--- src/rtl/bus_region_pkg.sv ---
// ============================================================================
// bus_region_pkg: shared types, config byte offsets and reset memory map
// Rev 1.0
// ============================================================================
`default_nettype none

package bus_region_pkg;

  typedef struct packed {
    logic [15:0] base;
    logic [15:0] limit;
    logic [7:0]  ws;
    logic        en;
  } region_cfg_t;

  typedef enum logic [0:0] {
    ST_IDLE = 1'b0,
    ST_WAIT = 1'b1
  } state_t;

  localparam logic [2:0] c_ofs_base_lo  = 3'd0;
  localparam logic [2:0] c_ofs_base_hi  = 3'd1;
  localparam logic [2:0] c_ofs_limit_lo = 3'd2;
  localparam logic [2:0] c_ofs_limit_hi = 3'd3;
  localparam logic [2:0] c_ofs_ws       = 3'd4;
  localparam logic [2:0] c_ofs_ctrl     = 3'd5;

  function automatic region_cfg_t default_region(input int idx);
    region_cfg_t d;
    d = '0;
    case (idx)
      0: begin d.base = 16'h8000; d.limit = 16'hFFFF; d.ws = 8'd0; d.en = 1'b1; end
      1: begin d.base = 16'h0000; d.limit = 16'h7FEF; d.ws = 8'd0; d.en = 1'b1; end
      2: begin d.base = 16'h7FF0; d.limit = 16'h7FF3; d.ws = 8'd0; d.en = 1'b1; end
      3: begin d.base = 16'h7FF4; d.limit = 16'h7FF5; d.ws = 8'd2; d.en = 1'b1; end
      4: begin d.base = 16'h7FFF; d.limit = 16'h7FFF; d.ws = 8'd0; d.en = 1'b1; end
      default: d = '0;
    endcase
    return d;
  endfunction

endpackage

`default_nettype wire

--- src/rtl/bus_region_decoder_region_match.sv ---
// ============================================================================
// region_match: inclusive unsigned window comparator for one decode region
// Rev 1.0
// ============================================================================
`default_nettype none

module region_match #(
  parameter int ADDR_WIDTH = 16
) (
  input  logic [ADDR_WIDTH-1:0] addr,
  input  logic [15:0]           base,
  input  logic [15:0]           limit,
  input  logic                  en,
  output logic                  hit
);

  logic [15:0] w_addr;

  assign w_addr = 16'(addr);
  // limit < base can never satisfy both bounds, so it needs no special case
  assign hit    = en && (w_addr >= base) && (w_addr <= limit);

endmodule

`default_nettype wire

--- src/rtl/bus_region_decoder.sv ---
// ============================================================================
// bus_region_decoder: programmable 6502 address decoder with wait-state RDY
// Rev 1.0
// ============================================================================
`default_nettype none

module bus_region_decoder
  import bus_region_pkg::*;
#(
  parameter int ADDR_WIDTH  = 16,
  parameter int NUM_REGIONS = 8,
  parameter int WS_WIDTH    = 4
) (
  input  logic                             clk,
  input  logic                             rst,
  input  logic [ADDR_WIDTH-1:0]            addr,
  input  logic                             strobe,
  output logic [NUM_REGIONS-1:0]           cs,
  output logic                             rdy,
  output logic                             miss,
  input  logic                             miss_clr,
  input  logic                             cfg_we,
  input  logic [$clog2(NUM_REGIONS)+2:0]   cfg_addr,
  input  logic [7:0]                       cfg_wdata,
  output logic [7:0]                       cfg_rdata
);

  localparam int         c_cfg_aw  = $clog2(NUM_REGIONS) + 3;
  localparam logic [7:0] c_ws_mask = 8'((1 << WS_WIDTH) - 1);

  region_cfg_t             r_cfg [NUM_REGIONS];
  logic [NUM_REGIONS-1:0]  w_hit;
  logic [NUM_REGIONS-1:0]  w_cs;
  logic                    w_any_hit;
  logic [WS_WIDTH-1:0]     w_win_ws;
  logic [c_cfg_aw-1:0]     w_cfg_region;
  logic [2:0]              w_cfg_ofs;

  state_t                  r_state, w_state_next;
  logic [WS_WIDTH-1:0]     r_cnt, w_cnt_next;
  logic                    r_rdy, w_rdy_next;
  logic                    r_miss, w_miss_next;

  assign w_cfg_region = cfg_addr >> 3;
  assign w_cfg_ofs    = cfg_addr[2:0];

  // Region index beyond NUM_REGIONS matches nothing, so such writes drop out
  always_ff @(posedge clk) begin
    if (rst) begin
      for (int r = 0; r < NUM_REGIONS; r++) r_cfg[r] <= default_region(r);
    end else if (cfg_we) begin
      for (int r = 0; r < NUM_REGIONS; r++) begin
        if (w_cfg_region == c_cfg_aw'(r)) begin
          case (w_cfg_ofs)
            c_ofs_base_lo:  r_cfg[r].base[7:0]   <= cfg_wdata;
            c_ofs_base_hi:  r_cfg[r].base[15:8]  <= cfg_wdata;
            c_ofs_limit_lo: r_cfg[r].limit[7:0]  <= cfg_wdata;
            c_ofs_limit_hi: r_cfg[r].limit[15:8] <= cfg_wdata;
            c_ofs_ws:       r_cfg[r].ws          <= cfg_wdata & c_ws_mask;
            c_ofs_ctrl:     r_cfg[r].en          <= cfg_wdata[0];
            default: ;
          endcase
        end
      end
    end
  end

  always_comb begin
    cfg_rdata = '0;
    for (int r = 0; r < NUM_REGIONS; r++) begin
      if (w_cfg_region == c_cfg_aw'(r)) begin
        case (w_cfg_ofs)
          c_ofs_base_lo:  cfg_rdata = r_cfg[r].base[7:0];
          c_ofs_base_hi:  cfg_rdata = r_cfg[r].base[15:8];
          c_ofs_limit_lo: cfg_rdata = r_cfg[r].limit[7:0];
          c_ofs_limit_hi: cfg_rdata = r_cfg[r].limit[15:8];
          c_ofs_ws:       cfg_rdata = r_cfg[r].ws;
          c_ofs_ctrl:     cfg_rdata = {7'd0, r_cfg[r].en};
          default:        cfg_rdata = '0;
        endcase
      end
    end
  end

  for (genvar g = 0; g < NUM_REGIONS; g++) begin : g_match
    region_match #(
      .ADDR_WIDTH (ADDR_WIDTH)
    ) u_match (
      .addr  (addr),
      .base  (r_cfg[g].base),
      .limit (r_cfg[g].limit),
      .en    (r_cfg[g].en),
      .hit   (w_hit[g])
    );
  end

  // Lowest index wins; its wait-state count travels with the select
  always_comb begin
    w_cs      = '0;
    w_any_hit = 1'b0;
    w_win_ws  = '0;
    for (int r = 0; r < NUM_REGIONS; r++) begin
      if (w_hit[r] && !w_any_hit) begin
        w_cs[r]   = 1'b1;
        w_any_hit = 1'b1;
        w_win_ws  = r_cfg[r].ws[WS_WIDTH-1:0];
      end
    end
  end

  assign cs   = w_cs;
  assign rdy  = r_rdy;
  assign miss = r_miss;

  always_ff @(posedge clk) begin
    if (rst) begin
      r_state <= ST_IDLE;
      r_cnt   <= '0;
      r_rdy   <= 1'b1;
      r_miss  <= 1'b0;
    end else begin
      r_state <= w_state_next;
      r_cnt   <= w_cnt_next;
      r_rdy   <= w_rdy_next;
      r_miss  <= w_miss_next;
    end
  end

  always_comb begin
    w_state_next = r_state;
    w_cnt_next   = r_cnt;
    w_rdy_next   = r_rdy;
    w_miss_next  = r_miss;
    case (r_state)
      ST_IDLE: begin
        if (strobe && w_any_hit && (w_win_ws != '0)) begin
          w_cnt_next   = w_win_ws;
          w_state_next = ST_WAIT;
          w_rdy_next   = 1'b0;
        end
        if (strobe && !w_any_hit) w_miss_next = 1'b1;
        else if (miss_clr)        w_miss_next = 1'b0;
      end
      ST_WAIT: begin
        if (r_cnt <= WS_WIDTH'(1)) begin
          w_cnt_next   = '0;
          w_rdy_next   = 1'b1;
          w_state_next = ST_IDLE;
        end else begin
          w_cnt_next = r_cnt - 1'b1;
        end
        if (miss_clr) w_miss_next = 1'b0;
      end
      default: begin
        w_state_next = ST_IDLE;
        w_rdy_next   = 1'b1;
      end
    endcase
  end

endmodule

`default_nettype wire

--- config.mk ---
export PLATFORM = sky130hd
export DESIGN_NAME = bus_region_decoder
export DESIGN_NICKNAME = d
export VERILOG_FILES = /design/src/rtl/bus_region_pkg.sv /design/src/rtl/bus_region_decoder_region_match.sv /design/src/rtl/bus_region_decoder.sv
export SDC_FILE = /design/constraint.sdc
export NUM_CORES = 1
export LEC_CHECK = 0
export CAP_MARGIN = 20
export CORE_ASPECT_RATIO = 1.5
export CORE_MARGIN = 2
export CORE_UTILIZATION = 40
export CTS_CLUSTER_DIAMETER = 60
export DETAILED_ROUTE_END_ITERATION = 8
export GPL_TIMING_DRIVEN = 0
export PLACE_DENSITY = 0.65
export SYNTH_ARGS = -nofsm -noshare
export SYNTH_HDL_FRONTEND = slang
export SYNTH_SLANG_ARGS = --single-unit
--- constraint.sdc ---
create_clock -name clk -period 3.8 [get_ports clk]
set_input_delay 0.57 -clock clk [delete_from_list [all_inputs] [get_ports clk]]
set_output_delay 0.57 -clock clk [all_outputs]
set_load 0.1 [all_outputs]
==> results.yml <==
outcome:
  outcome: "finished, final reports clean"
global_route:
  grt_max_degree: 17
  antenna_found_initial: 3
  overflow: 0
  grt_first_pass_wirelength_um: 115000
  first_global_vias: 17600
  track_usage_pct: 30.2
sta:
  fin_skew_ns: 0.0123
  fmax_ghz: 0.264
  hold_ws_ns: 0.478
  min_period_ns: 3.79
  hold_violations: 0
  slew_headroom_pct: 15.7
  period_share_pct: 99.7
  worst_pin_slew_ns: 1.26
  finalSetupTns_ns: 0
  grt_setup_unrepaired: "yes"
  finalMaxSlewViolations: 0
  setup_viol: 0
worst_setup_path:
  path_class: "reg -> out"
  reg2regPathDepth: 12
  r2r_end: "r_cnt[0]"
  critPathMaxFanout: 3
  worstPathRequired_ns: 3.23
  cpPeakStageDelay_ns: 0.48
  reg2reg_from: "r_cfg[0][153]"
  crit_chain: "inv_1 > ha_1 > o21ai_1 > a21oi_1 > o31a_1 > or4_4 > and3_4 > nor4_4 > and2_4 > buf_12"
  critPathLaunchType: "flip-flop"
  arrival_ns: 3.22
  ff2ff_setup_slack_ns: 0.18
  cp-end-kind: "output pin"
  cp_slowest_cell: "or4_4"
clock_tree:
  cts_inserted_buffers: 30
  clockBufferDepth: 3
  clkSinkCount: 303
  hold_buffers: 0
  clock_tree.root_cell: "clkbuf_16"
  cts.htree.levels: 1
  cts_tree: "done"
  path_clk_slew_ns: 0.07
  worstSkewPairLatency_ns: 0.60
synthesis:
  yosysTopAreaCell: "edfxtp_1"
  synthFlopType: "edfxtp_1"
  postSynthAreaPerCell_um2: 10.2
  ys_top_cells_by_area: "edfxtp_1 (43%), ha_1 (16%), inv_1 (5.0%)"
  synth-edff-count: 296
  synth_fp_nets: 2302
  ys_types: 93
  synth_sequential_area_ratio_pct: 43.9
  async_flop_share_pct: 0
  synth_warnings: 0
  synthCells: 2009
  synth-seq-cells: 303
  syn_area_um2: 20500
  synth_top_area_share_pct: 43.3
min_path:
  holdPathEnd: "miss"
  hp-class: "reg -> reg"
  min_path_cells: 2
  min-delay-start: "miss"
drt:
  drt_wl_total_um: 80900
  antenna_left: 0
  drcViolationCount: 0
  wl_per_cell_um: 28.6
  drt_iter0_markers: 1552
  viasPerCell: 6.19
  route.vias.total: 17500
  firstDrtPassIters: 5
floorplan:
  die_area_um2: 53200
  fp.dieH_um: 282
  coreArea_um2: 50700
  io_pins: 53
  die-width_um: 189
  start_util_pct: 40.5
  rows: 101
placement:
  dp_hpwl_um: 60700
  dp_cells: 2733
  portBuffers: 47
  gp_congestion: 1.01
cells_and_area:
  stdcell_count: 2825
  syn_to_final_growth_pct: 15.9
  final_layout_size_suffix_gt1_share_pct: 12.5
  nNetsFinal: 2422
power:
  ir_drop_mv: 0.388
  p_leak_nw: 9.79
  cellPowerDensity_nw_per_um2: 395
run:
  max_cap_violations: 0
-- through the flow --
step / power (mW) / utilization (%) / setup WS [ns] / area [um2]
finish: 9.41 / 47.0 / 0.0108 / 23800
global route: 9.69 / 47.0 / -0.0395 / 23800
CTS: 9.33 / 46.7 / 0.00250 / 23600
detailed placement: 6.14 / 43.6 / -2.29 / 22100
global placement: 6.07 / 43.4 / -3.23 / 22000
floorplan: 5.35 / - / -0.00682 / 20700
-- registers in the layout, indices dropped and copies added, names as in the netlist --
register  count
r_cfg       296
r_state       1
rdy           1
miss          1
r_cnt         4
-- critical path: cells and delay by family, from the launching register on --
family | cells | cell delay (ns)
simple gates | 4 | 1.25
compound gates | 3 | 0.45
flops | 1 | 0.45
buf+inv | 2 | 0.26
fa+ha+maj | 1 | 0.22
-- synth_stat cells, types with 7 or more instances --
library cell and number:
o21a_1 7, o2111ai_1 9, buf_1 9, ha_1 258
a221oi_1 17, edfxtp_1 296, and3_1 7, o21bai_1 13
a22oi_1 61, o22a_1 7, nand3_1 43, mux2i_1 19
o31ai_1 7, nand2b_1 55, a211oi_1 12, nand4_1 36
o221ai_1 9, a21oi_1 126, a21o_1 27, a221o_1 7
nor3_1 18, inv_1 273, clkbuf_1 70, or3_1 99
o22ai_1 8, nor2_1 157, nand3b_1 8, nand2_1 122
dfxtp_1 7, nor4_1 11, mux4_2 22, nor2b_1 18
o21ai_0 47, o211ai_1 14
-- placed cells by master (no fill, tap or decap), types with 14 or more instances in the layout --
cell / count
edfxtp_1: 296
a22oi_1: 59
mux2i_1: 19
nor2b_1: 17
or3_1: 99
o211ai_1: 14
nand2_1: 120
inv_1: 271
clkbuf_1: 49
nand2b_1: 55
nand4_1: 36
ha_1: 256
a21o_1: 27
clkdlybuf4s50_1: 14
mux4_2: 22
o21ai_0: 37
nor2_1: 150
a21oi_1: 126
buf_4: 56
nand3_1: 42
clkbuf_16: 33
-- power breakdown --
group | switching [mW] | internal, mW | total, mW
clock | 1.36 | 1.82 | 3.18
sequential | 0.177 | 3.90 | 4.08
combinational | 1.40 | 0.744 | 2.14
total | 2.94 | 6.47 | 9.41
-- cell type report --
type                            instances  area [um2]
Antenna cell                            3        7.51
Buffer                                 82         490
Clock buffer                           34         787
Clock inverter                         22         234
Fill cell                            4699       26900
Inverter                              274        1040
Multi-Input combinational cell       1349       10600
Sequential cell                       303        9030
Tap cell                              669         837
Timing Repair Buffer                   89         826
-- logic make-up after synthesis --
| logic type | Yosys count | synth area share (%) |
|---|---|---|
| AND/OR/NAND/NOR | 609 | 15.3 |
| flip-flops | 303 | 43.9 |
| AO/OA/AOI/OAI | 439 | 15.0 |
| buffers and inverters | 357 | 6.59 |
| adder cells (fa/ha/maj) | 258 | 15.7 |
| multiplexers | 43 | 3.45 |
-- timing repair --
action / CTS / global route
gates resized for setup: 235 / 28
pin swaps: 15 / 14
setup endpoints to repair: 91 / 13
buffers inserted: 23 / 11
-- worst max-delay path by stage --
stage                         to         start
floorplan               r_cnt[3]       addr[0]
global placement    cfg_rdata[3]   cfg_addr[1]
detailed placement  cfg_rdata[3]   cfg_addr[0]
CTS                 cfg_rdata[2]   cfg_addr[0]
global route               cs[6]  r_cfg[1][34]
finish                     cs[6]  r_cfg[0][67]
-- per-layer routing --
layer  track usage [%]  up-vias  part of all wire (%)
li1                  -     7657                     -
met1              32.2     8545                    34
met2              52.9      932                    49
met3              3.82      356                   7.3
met4              25.6        4                    10
met5                 0        -                 0.030
Note: power is estimated with default switching activity, not from simulation.
